--- src/rtl/fm_cmn_bram_fifo_if.sv ---
// Write/read handshake bundle for fm_cmn_bram_fifo.
// slave = FIFO side, master = user side.
interface fm_cmn_bram_fifo_if #(
  parameter int P_WIDTH = 32,
  parameter int P_RANGE = 4
);
  logic               i_clear;
  logic               i_wstrobe;
  logic [P_WIDTH-1:0] i_dt;
  logic               o_full;
  logic               o_afull;
  logic               o_valid;
  logic [P_WIDTH-1:0] o_dt;
  logic               i_rstrobe;
  logic [P_RANGE:0]   o_dnum;
  logic               o_err_ovf;
  logic               o_err_udf;

  modport slave (
    input  i_clear, i_wstrobe, i_dt, i_rstrobe,
    output o_full, o_afull, o_valid, o_dt, o_dnum, o_err_ovf, o_err_udf
  );

  modport master (
    output i_clear, i_wstrobe, i_dt, i_rstrobe,
    input  o_full, o_afull, o_valid, o_dt, o_dnum, o_err_ovf, o_err_udf
  );
endinterface

--- src/rtl/fm_cmn_bram_fifo.sv ---
// Block-RAM FIFO with first-word-fall-through head: the RAM read register
// drives o_dt directly, kept filled by a small EMPTY/FETCH/HEAD prefetch FSM.
module fm_cmn_bram_fifo #(
  parameter int P_WIDTH = 32,
  parameter int P_RANGE = 4,
  parameter int P_AFULL = (1 << P_RANGE) - 2
) (
  input  logic                   clk_core,
  input  logic                   rst_x,
  fm_cmn_bram_fifo_if.slave      s_if
);
  localparam int P_DEPTH = 1 << P_RANGE;
  localparam logic [P_RANGE:0] L_DEPTH = P_DEPTH[P_RANGE:0];
  localparam logic [P_RANGE:0] L_AFULL = P_AFULL[P_RANGE:0];

  typedef enum logic [1:0] {S_EMPTY, S_FETCH, S_HEAD} state_t;

  logic [P_WIDTH-1:0] r_mem [P_DEPTH];
  logic [P_WIDTH-1:0] r_rdata;
  logic [P_RANGE-1:0] r_wptr, r_rptr;
  logic [P_RANGE:0]   r_dnum, r_ram_cnt;
  logic               r_full, r_afull, r_valid, r_ovf, r_udf;
  state_t             r_state;

  logic               w_wr_acc, w_rd_acc, w_rd_iss, w_more;
  logic [P_RANGE:0]   w_dnum_nxt, w_ram_cnt_nxt;

  // r_ram_cnt: entries committed to RAM on earlier edges and not yet fetched
  assign w_more   = (r_ram_cnt != '0);
  assign w_wr_acc = s_if.i_wstrobe & ~r_full;
  assign w_rd_acc = s_if.i_rstrobe & r_valid;
  assign w_rd_iss = (r_state == S_FETCH) | (w_rd_acc & w_more);

  always_comb begin
    w_dnum_nxt    = r_dnum;
    w_ram_cnt_nxt = r_ram_cnt;
    if (w_wr_acc & ~w_rd_acc)      w_dnum_nxt = r_dnum + 1'b1;
    else if (w_rd_acc & ~w_wr_acc) w_dnum_nxt = r_dnum - 1'b1;
    if (w_wr_acc & ~w_rd_iss)      w_ram_cnt_nxt = r_ram_cnt + 1'b1;
    else if (w_rd_iss & ~w_wr_acc) w_ram_cnt_nxt = r_ram_cnt - 1'b1;
  end

  // RAM array kept reset-free so it maps onto block RAM
  always_ff @(posedge clk_core) begin
    if (w_wr_acc & ~s_if.i_clear) r_mem[r_wptr] <= s_if.i_dt;
  end

  always_ff @(posedge clk_core or negedge rst_x) begin
    if (!rst_x) begin
      r_state   <= S_EMPTY;
      r_rdata   <= '0;
      r_wptr    <= '0;
      r_rptr    <= '0;
      r_dnum    <= '0;
      r_ram_cnt <= '0;
      r_full    <= 1'b0;
      r_afull   <= 1'b0;
      r_valid   <= 1'b0;
      r_ovf     <= 1'b0;
      r_udf     <= 1'b0;
    end else if (s_if.i_clear) begin
      r_state   <= S_EMPTY;
      r_wptr    <= '0;
      r_rptr    <= '0;
      r_dnum    <= '0;
      r_ram_cnt <= '0;
      r_full    <= 1'b0;
      r_afull   <= 1'b0;
      r_valid   <= 1'b0;
      r_ovf     <= 1'b0;
      r_udf     <= 1'b0;
    end else begin
      if (w_wr_acc) r_wptr <= r_wptr + 1'b1;
      if (w_rd_iss) begin
        r_rdata <= r_mem[r_rptr];
        r_rptr  <= r_rptr + 1'b1;
      end
      r_dnum    <= w_dnum_nxt;
      r_ram_cnt <= w_ram_cnt_nxt;
      r_full    <= (w_dnum_nxt == L_DEPTH);
      r_afull   <= (w_dnum_nxt >= L_AFULL);
      if (s_if.i_wstrobe & r_full)   r_ovf <= 1'b1;
      if (s_if.i_rstrobe & ~r_valid) r_udf <= 1'b1;
      case (r_state)
        S_EMPTY: if (w_more) r_state <= S_FETCH;
        S_FETCH: begin
          r_state <= S_HEAD;
          r_valid <= 1'b1;
        end
        S_HEAD: if (w_rd_acc && !w_more) begin
          r_state <= S_EMPTY;
          r_valid <= 1'b0;
        end
        default: begin
          r_state <= S_EMPTY;
          r_valid <= 1'b0;
        end
      endcase
    end
  end

  assign s_if.o_dt      = r_rdata;
  assign s_if.o_valid   = r_valid;
  assign s_if.o_dnum    = r_dnum;
  assign s_if.o_full    = r_full;
  assign s_if.o_afull   = r_afull;
  assign s_if.o_err_ovf = r_ovf;
  assign s_if.o_err_udf = r_udf;
endmodule

--- src/flat_wrapper.sv ---
// flat-port wrapper written by rule: the top's interface ports become plain ports
module fm_cmn_bram_fifo_flat 
#(
  parameter int P_WIDTH = 32,
  parameter int P_RANGE = 4,
  parameter int P_AFULL = (1 << P_RANGE) - 2
)
  (clk_core, rst_x, s_if_i_clear, s_if_i_wstrobe, s_if_i_dt, s_if_i_rstrobe, s_if_o_full, s_if_o_afull, s_if_o_valid, s_if_o_dt, s_if_o_dnum, s_if_o_err_ovf, s_if_o_err_udf);
  fm_cmn_bram_fifo_if #(.P_WIDTH(P_WIDTH), .P_RANGE(P_RANGE)) s_if_i ();
  input  logic clk_core;
  input  logic rst_x;
  input wire logic [$bits(s_if_i.i_clear)-1:0] s_if_i_clear;
  input wire logic [$bits(s_if_i.i_wstrobe)-1:0] s_if_i_wstrobe;
  input wire logic [$bits(s_if_i.i_dt)-1:0] s_if_i_dt;
  input wire logic [$bits(s_if_i.i_rstrobe)-1:0] s_if_i_rstrobe;
  output wire logic [$bits(s_if_i.o_full)-1:0] s_if_o_full;
  output wire logic [$bits(s_if_i.o_afull)-1:0] s_if_o_afull;
  output wire logic [$bits(s_if_i.o_valid)-1:0] s_if_o_valid;
  output wire logic [$bits(s_if_i.o_dt)-1:0] s_if_o_dt;
  output wire logic [$bits(s_if_i.o_dnum)-1:0] s_if_o_dnum;
  output wire logic [$bits(s_if_i.o_err_ovf)-1:0] s_if_o_err_ovf;
  output wire logic [$bits(s_if_i.o_err_udf)-1:0] s_if_o_err_udf;
  assign s_if_i.i_clear = s_if_i_clear;
  assign s_if_i.i_wstrobe = s_if_i_wstrobe;
  assign s_if_i.i_dt = s_if_i_dt;
  assign s_if_i.i_rstrobe = s_if_i_rstrobe;
  assign s_if_o_full = s_if_i.o_full;
  assign s_if_o_afull = s_if_i.o_afull;
  assign s_if_o_valid = s_if_i.o_valid;
  assign s_if_o_dt = s_if_i.o_dt;
  assign s_if_o_dnum = s_if_i.o_dnum;
  assign s_if_o_err_ovf = s_if_i.o_err_ovf;
  assign s_if_o_err_udf = s_if_i.o_err_udf;
  fm_cmn_bram_fifo #(.P_WIDTH(P_WIDTH), .P_RANGE(P_RANGE), .P_AFULL(P_AFULL)) u_core (.clk_core(clk_core), .rst_x(rst_x), .s_if(s_if_i));
endmodule
--- config.mk ---
export PLATFORM = sky130hd
export DESIGN_NAME = fm_cmn_bram_fifo_flat
export DESIGN_NICKNAME = d
export VERILOG_FILES = /design/src/rtl/fm_cmn_bram_fifo_if.sv /design/src/rtl/fm_cmn_bram_fifo.sv /design/src/flat_wrapper.sv
export SDC_FILE = /design/constraint.sdc
export NUM_CORES = 1
export LEC_CHECK = 0
export BUFFER_PORTS_ARGS = -buffer_cell sky130_fd_sc_hd__buf_2
export CAP_MARGIN = 20
export CORE_ASPECT_RATIO = 1.4
export CORE_UTILIZATION = 40
export DETAILED_ROUTE_END_ITERATION = 8
export SLEW_MARGIN = 20
export SYNTH_ARGS = -nofsm -noshare
export SYNTH_HDL_FRONTEND = slang
export SYNTH_SLANG_ARGS = --single-unit
--- constraint.sdc ---
create_clock -name clk_core -period 4.3 [get_ports clk_core]
set_input_delay 0.86 -clock clk_core [delete_from_list [all_inputs] [get_ports clk_core]]
set_output_delay 0.86 -clock clk_core [all_outputs]
set_load 0.02 [all_outputs]
==> tab_implementation.tex, run 1 <==
\begin{tabular}{lr}
\hline
Metric & Value \\
\hline
\multicolumn{2}{l}{\textbf{Worst setup path}} \\
Startpoint class of the critical path & register \\
Cell-by-cell listing of the critical path & or4\_4 > o21ai\_2 > nand3\_1 > ha\_1 > a21o\_1 > a21oi\_1 > or4\_1 > and3b\_1 > nor3\_2 \\
Number of buffer and inverter instances along the worst setup path & 0 \\
Critical path's top delay family & simple AND/OR/NAND/NOR gates \\
Largest stage delay on the critical path & 0.57 ns \\
Startpoint of the worst register-to-register path & u\_core.r\_ram\_cnt[0] \\
Crit path DAT & 3.40 ns \\
Standard cell with the maximum stage delay on the critical path & sky130\_fd\_sc\_hd\_\_or4\_4 \\
Largest fanout on the critical path & 6 \\
Start-to-end type of the worst setup path & reg -> reg \\
Launch point of the critical path & u\_core.r\_ram\_cnt[0] \\
Critical Path Sink Type & register \\
Worst endpoint required time & 4.80 ns \\
\multicolumn{2}{l}{\textbf{Route}} \\
Routed wire length per instance & 24.0 um \\
Number of antenna-violating nets in the routed design & 0 \\
Vias per cell & 5.39 \\
Final Routed Wirelength & 45,800 um \\
Number of DRC violations after detailed routing & 0 \\
Number of vias after detailed routing & 10,300 \\
Drt initial violations & 798 \\
Initial DRT Pass Iterations & 5 \\
\multicolumn{2}{l}{\textbf{Global routing}} \\
Vias in the first global route & 11,000 \\
Global route total overflow & 0 \\
First-pass GRT wire length & 69,300 um \\
Largest net degree at the start of global routing & 58 \\
Antenna violations before repair & 2 \\
Global-route usage over all layers & 16.9\% \\
\multicolumn{2}{l}{\textbf{STA}} \\
Tightest slew margin relative to the limit & 30.9\% \\
Final Hold Vio Count & 0 \\
Final setup viols & 0 \\
Final critical delay including setup and external delays & 2.90 ns \\
Final Max Slew Viols & 0 \\
Setup TNS & 0 ns \\
Setup Skew & 0.0249 ns \\
Final period utilization & 67.4\% \\
Tightest Pin Transition & 1.04 ns \\
Timing-limited maximum frequency & 0.345 GHz \\
Unrepaired setup endpoints after global routing & false \\
\multicolumn{2}{l}{\textbf{Cells and area}} \\
Growth of design area from synthesis to finish & 14.4\% \\
Fraction of layout cells with a size suffix above 1 & 28.2\% \\
Most frequent cells in the layout & 512 x sky130\_fd\_sc\_hd\_\_edfxtp\_1, 128 x sky130\_fd\_sc\_hd\_\_mux4\_2, 77 x sky130\_fd\_sc\_hd\_\_buf\_2 \\
Antenna diode instance count & 0 \\
FF+latch area & 16,800 sq um \\
Final std cell area, no fill & 25,100 sq um \\
Filler cell count & 4,477 \\
Area occupied by multi-input gates & 4960 sq um \\
Net count of the finished layout & 1,191 \\
Commonest non-fill, non-tap cell in the layout & sky130\_fd\_sc\_hd\_\_edfxtp\_1 \\
\multicolumn{2}{l}{\textbf{Clocking}} \\
Cts-stage hold buffer count & 0 \\
Total CTS buffers & 52 \\
Number of levels the H-tree was split into & 2 \\
Worst-skew pair later-pin latency & 0.59 ns \\
Clock tree buffer depth & 3 \\
Clock tree from TritonCTS & yes \\
Number of buffers added for setup after CTS & 0 \\
Clock-pin transition on the worst setup and hold timing paths & 0.07 ns \\
CTS resizes & 0 \\
Total number of clock tree sinks & 569 \\
Root Buffer Master & sky130\_fd\_sc\_hd\_\_clkbuf\_16 \\
\multicolumn{2}{l}{\textbf{Run}} \\
Number of max-cap violations & 0 \\
\multicolumn{2}{l}{\textbf{Yosys}} \\
Post-synthesis share of cell area spent on xor and xnor gates & 0.400\% \\
Cells after synthesis & 1,031 \\
Multiplexer share of the synthesized area & 16.2\% \\
Combinational family with the most area after synthesis & multiplexers \\
Synthesized-area fraction occupied by ao, oa, aoi and oai cells & 2.18\% \\
Synth top area share & 70.2\% \\
Synth area leaders & sky130\_fd\_sc\_hd\_\_edfxtp\_1 70\%, sky130\_fd\_sc\_hd\_\_mux4\_2 13\%, sky130\_fd\_sc\_hd\_\_dfrtp\_1 6.5\%, sky130\_fd\_sc\_hd\_\_mux2i\_1 3.0\%, sky130\_fd\_sc\_hd\_\_o221ai\_1 1.3\% \\
Post-synthesis adder-cell area fraction & 0.720\% \\
Syn Std Cell Area & 21,900 sq um \\
Post-synthesis net count & 1,080 \\
Mean instance size in the synthesized netlist & 21.2 sq um \\
Yosys top cell by area & sky130\_fd\_sc\_hd\_\_edfxtp\_1 \\
Share of synthesized cell area in and, or, nand and nor gates & 2.67\% \\
Distinct cell type count of the synthesized netlist & 44 \\
Number of flip-flops and latches in the synthesized netlist & 569 \\
Number of synthesis warnings & 0 \\
Sequential cell area fraction in the yosys report & 76.7\% \\
\multicolumn{2}{l}{\textbf{Pwr}} \\
PD cells & 522 nW/um\^{}2 \\
Static leakage & 7.94 nW \\
Peak supply drop & 0.000281 V \\
\multicolumn{2}{l}{\textbf{Die}} \\
I/O Pins & 79 \\
Full die area & 55,700 sq um \\
Core box area & 54,200 sq um \\
Die outline width & 200 um \\
Die height & 279 um \\
Rows & 101 \\
Initial Utilization & 40.4\% \\
\multicolumn{2}{l}{\textbf{Placed design}} \\
Post-detailed-placement cell area & 23,400 sq um \\
Number of buffer cells added on primary ports & 78 \\
RD Place Congestion & 0.732 \\
Detailed-placement wirelength estimate & 25,600 um \\
\multicolumn{2}{l}{\textbf{Run status}} \\
Result of the run & finished clean \\
\multicolumn{2}{l}{\textbf{Min path}} \\
Min-Delay Path Class & in -> async \\
\hline
\end{tabular}
-- Yosys cell counts (all sizes together) --
library cell and number:
mux4 128, and3b 2, xnor2 6, nor4 2
inv 5, o221ai 32, a21o 2, edfxtp 512
xor2 4, dfrtp 57, mux2i 66, or3 2
o32a 1, clkbuf 28, a21oi 17, nor2b 5
or2 2, nor3 9, nor4b 2, nand2b 8
nor2 28, nand4 2, o21a 1, and2 1
o32ai 1, a41oi 1, and3 1, nand2 47
nand3 5, a21boi 2, o21ai 7, or4 4
nand3b 2, fa 1, o211ai 1, ha 11
buf 26
-- cell families after synthesis --
kind of cell    after synthesis
buf+inv                      59
mux                         194
flops                       569
xor+xnor                     10
fa+ha+maj                    12
simple gates                122
compound gates               65
-- per-stage QoR --
| step | worst slack [ns] | power, mW | std cells | hold slack [ns] | util (%) |
|---|---|---|---|---|---|
| 4_1_cts | 1.39 | 13.3 | 1906 | 0.424 | 46.2 |
| 5_1_grt | 1.21 | 13.6 | 1906 | 0.475 | 46.2 |
| 3_3_place_gp | 1.33 | 8.82 | 1809 | 0.467 | 43.2 |
| 6_report | 1.40 | 13.1 | 1906 | 0.417 | 46.2 |
| 2_1_floorplan | 0.230 | 8.15 | 1031 | 0.460 | - |
| 3_5_place_dp | 1.27 | 8.86 | 1809 | 0.469 | 43.2 |
-- area by class of cell --
class,count,area share [%]
Clock inverter,37,1.10
Sequential cell,569,67.1
Inverter,5,0.0749
Clock buffer,60,5.40
Timing Repair Buffer,111,2.91
Multi-Input combinational cell,403,19.8
Tap cell,721,3.60
-- where the power goes --
group | internal, mW | total (mW) | switching (mW)
logic | 1.03 | 2.17 | 1.13
registers | 6.26 | 6.52 | 0.259
clock network | 2.39 | 4.39 | 2.00
-- sequential cells by signal (all words and copies together) (netlist names) --
signal,flops
u_core.r_mem,512
u_core.s_if.o_dt,32
u_core.r_ram_cnt,5
u_core.s_if.o_dnum,5
u_core.r_rptr,4
u_core.r_wptr,4
u_core.r_state,2
u_core.s_if.o_afull,1
u_core.s_if.o_err_ovf,1
u_core.s_if.o_err_udf,1
u_core.s_if.o_full,1
u_core.s_if.o_valid,1
-- worst reg2reg max path: cells and delay by family (launching register included) --
kind	cells	cell delay (ns)
and+or+nand+nor	5	1.58
DFF	1	0.44
AOI/OAI and AO/OA	3	0.42
adders and majority gates	1	0.38
-- path summary, 6_finish.rpt --
path | cells after the start | end | slack, ns
max reg2reg | 9 | u_core.r_ram_cnt[4] | 1.40
max in group asynchronous | 1 | u_core.r_rptr[0] | 3.19
min in group clk_core | 2 | u_core.s_if.o_dt[3] | 0.48
min reg2reg | 2 | u_core.s_if.o_dt[3] | 0.48
max | 9 | u_core.r_ram_cnt[4] | 1.40
min | 1 | u_core.s_if.o_dt[14] | 0.42
-- layer usage --
layer | wire, um | GRT usage [%] | share of wire (%) | vias up
met5 | 11 | 0 | 0.024 | -
met4 | 873 | 4.76 | 1.9 | 2
met3 | 1600 | 2.29 | 3.5 | 59
met2 | 24100 | 29.4 | 53 | 199
met1 | 19300 | 22.1 | 42 | 5529
li1 | - | - | - | 4479
No activity file was read; power rests on OpenSTA's default activity.
==> run 2, diff against run 1 <==
Clock period 4.3 ns to 2.39 ns, I/O delays scaled along.
==> tab_implementation.tex, run 2 (synthesis gave the netlist of run 1 again) <==
\begin{tabular}{lr}
\hline
Metric & Value \\
\hline
\multicolumn{2}{l}{\textbf{Route}} \\
Drt initial violations & 842 \\
Number of DRC violations after detailed routing & 0 \\
Number of vias after detailed routing & 10,600 \\
Vias per cell & 5.42 \\
Number of antenna-violating nets in the routed design & 0 \\
Final Routed Wirelength & 47,800 um \\
Routed wire length per instance & 24.5 um \\
Initial DRT Pass Iterations & 5 \\
\multicolumn{2}{l}{\textbf{Clocking}} \\
Total number of clock tree sinks & 569 \\
Clock tree buffer depth & 3 \\
Root Buffer Master & sky130\_fd\_sc\_hd\_\_clkbuf\_16 \\
Clock tree from TritonCTS & yes \\
Number of levels the H-tree was split into & 2 \\
Total CTS buffers & 52 \\
Clock-pin transition on the worst setup and hold timing paths & 0.06 ns \\
Worst-skew pair later-pin latency & 0.58 ns \\
\multicolumn{2}{l}{\textbf{Pwr}} \\
Fraction of power consumed by the clock network & 32.8\% \\
PnR Total Power & 23.8 mW \\
Reported net switching power & 6.13 mW \\
PD cells & 924 nW/um\^{}2 \\
Switching share of power & 25.7\% \\
Portion of total power attributed to sequential cells & 48.9\% \\
Part of the total power dissipated in combinational logic & 18.3\% \\
Static leakage & 8.25 nW \\
Peak supply drop & 0.000513 V \\
Cell internal pwr & 17.7 mW \\
\multicolumn{2}{l}{\textbf{STA}} \\
Unrepaired setup endpoints after global routing & true \\
Setup Skew & 0.0180 ns \\
Final hold slack & 0.173 ns \\
Final Max Slew Viols & 0 \\
Final setup viols & 3 \\
Worst Slack Setup Final & -0.162 ns \\
Tightest slew margin relative to the limit & 60.6\% \\
Final period utilization & 107\% \\
Final critical delay including setup and external delays & 2.55 ns \\
Setup TNS & -0.276 ns \\
Final Hold Vio Count & 0 \\
Tightest Pin Transition & 0.591 ns \\
Timing-limited maximum frequency & 0.392 GHz \\
\multicolumn{2}{l}{\textbf{Worst setup path}} \\
Largest fanout on the critical path & 5 \\
Launch point of the critical path & u\_core.r\_ram\_cnt[0] \\
Critical Path Sink Type & register \\
Depth of the worst register-to-register path & 9 \\
Crit path DAT & 3.04 ns \\
Startpoint class of the critical path & register \\
Worst endpoint required time & 2.88 ns \\
Start-to-end type of the worst setup path & reg -> reg \\
Startpoint of the worst register-to-register path & u\_core.r\_ram\_cnt[0] \\
\multicolumn{2}{l}{\textbf{Cells and area}} \\
Filler cell count & 4,426 \\
Top reg by flops & u\_core.r\_mem \\
Net count of the finished layout & 1,236 \\
Most frequent cells in the layout & 512 x sky130\_fd\_sc\_hd\_\_edfxtp\_1, 128 x sky130\_fd\_sc\_hd\_\_mux4\_2, 77 x sky130\_fd\_sc\_hd\_\_buf\_2 \\
Fraction of layout cells with a size suffix above 1 & 31.4\% \\
Growth of design area from synthesis to finish & 17.8\% \\
Max reg flops & 512 \\
Commonest non-fill, non-tap cell in the layout & sky130\_fd\_sc\_hd\_\_edfxtp\_1 \\
\multicolumn{2}{l}{\textbf{Global routing}} \\
Global-route usage over all layers & 17.6\% \\
Vias in the first global route & 11,200 \\
Global route total overflow & 0 \\
Largest net degree at the start of global routing & 77 \\
Antenna violations before repair & 4 \\
First-pass GRT wire length & 71,500 um \\
\multicolumn{2}{l}{\textbf{Run status}} \\
Result of the run & finished with violations \\
Violations in the final reports & negative setup slack \\
\multicolumn{2}{l}{\textbf{Placed design}} \\
Detailed-placement wirelength estimate & 26,900 um \\
Number of buffer cells added on primary ports & 78 \\
RD Place Congestion & 0.752 \\
\multicolumn{2}{l}{\textbf{Die}} \\
Initial Utilization & 40.4\% \\
Die height & 279 um \\
Die outline width & 200 um \\
Rows & 101 \\
I/O Pins & 79 \\
Full die area & 55,700 sq um \\
Core box area & 54,200 sq um \\
\multicolumn{2}{l}{\textbf{Min path}} \\
Min-Delay Path Class & in -> reg \\
Min-Delay Startpoint & s\_if\_i\_wstrobe \\
Worst hold path stage count & 3 \\
\multicolumn{2}{l}{\textbf{Run}} \\
Number of max-cap violations & 0 \\
\hline
\end{tabular}
[run 2: critical path, stage by stage (launching register included)]
cell and delay, ns:
sky130_fd_sc_hd__dfrtp_1 0.38, sky130_fd_sc_hd__or4_4 0.55, sky130_fd_sc_hd__o21ai_4 0.18, sky130_fd_sc_hd__nand3_4 0.14
sky130_fd_sc_hd__ha_4 0.30, sky130_fd_sc_hd__a21o_1 0.12, sky130_fd_sc_hd__a21oi_2 0.06, sky130_fd_sc_hd__or4_4 0.42
sky130_fd_sc_hd__and3b_1 0.20, sky130_fd_sc_hd__nor3_2 0.11
[run 2: final cells by class]
class | count | area (sq um) | area share [%]
Sequential cell | 569 | 16800 | 65.2
Clock buffer | 81 | 1490 | 5.78
Antenna cell | 1 | 2.50 | 0.00970
Inverter | 5 | 18.8 | 0.0727
Clock inverter | 17 | 97.6 | 0.378
Timing Repair Buffer | 156 | 1440 | 5.60
Multi-Input combinational cell | 403 | 5030 | 19.5
Tap cell | 721 | 902 | 3.50
[run 2: worst paths after layout]
| check | to | slack (ns) |
|---|---|---|
| worst max register to register | u_core.r_ram_cnt[4] | -0.16 |
| min in group asynchronous | u_core.s_if.o_dt[29] | 0.45 |
| worst max-delay path | u_core.r_ram_cnt[4] | -0.16 |
| worst min register to register | u_core.s_if.o_dt[28] | 0.49 |
| max in group asynchronous | u_core.s_if.o_dnum[1] | 1.34 |
| worst min-delay path | u_core.s_if.o_err_ovf | 0.17 |
[run 2: what timing repair did]
| item | in CTS | in global routing |
|---|---|---|
| endpoints found under the setup margin | 3 | 3 |
| gates resized for setup | 2 | 0 |
| setup buffers | 3 | 1 |
| pin swaps | 9 | 0 |
| hold buffers | 1 | 0 |
| endpoints found under the hold margin | 30 | 0 |
[run 2: metrics by stage]
stage          cell area, sq um  setup WS, ns  utilization [%]  cells
2_1_floorplan             22100        -0.147                -   1031
3_3_place_gp              24200        -0.152             44.6   1849
3_5_place_dp              24200        -0.256             44.6   1849
4_1_cts                   25800        -0.168             47.6   1951
5_1_grt                   25800        -0.255             47.6   1952
6_report                  25800        -0.162             47.6   1953
[run 2: metal layers]
metal / routed length [um] / global-route usage, %
met5: 45 / 0
met4: 666 / 3.66
met3: 2040 / 2.68
met2: 24800 / 30.1
met1: 20300 / 23.8
[run 2: power groups by stage]
stage	sequential, mW	combinational, mW	clock, mW
after CTS	11.7	4.45	8.00
final	11.7	4.36	7.81
after floorplan	12.0	2.66	0
after detailed placement	11.9	4.40	0
after global placement	11.9	4.33	0
after global routing	11.7	4.77	8.34
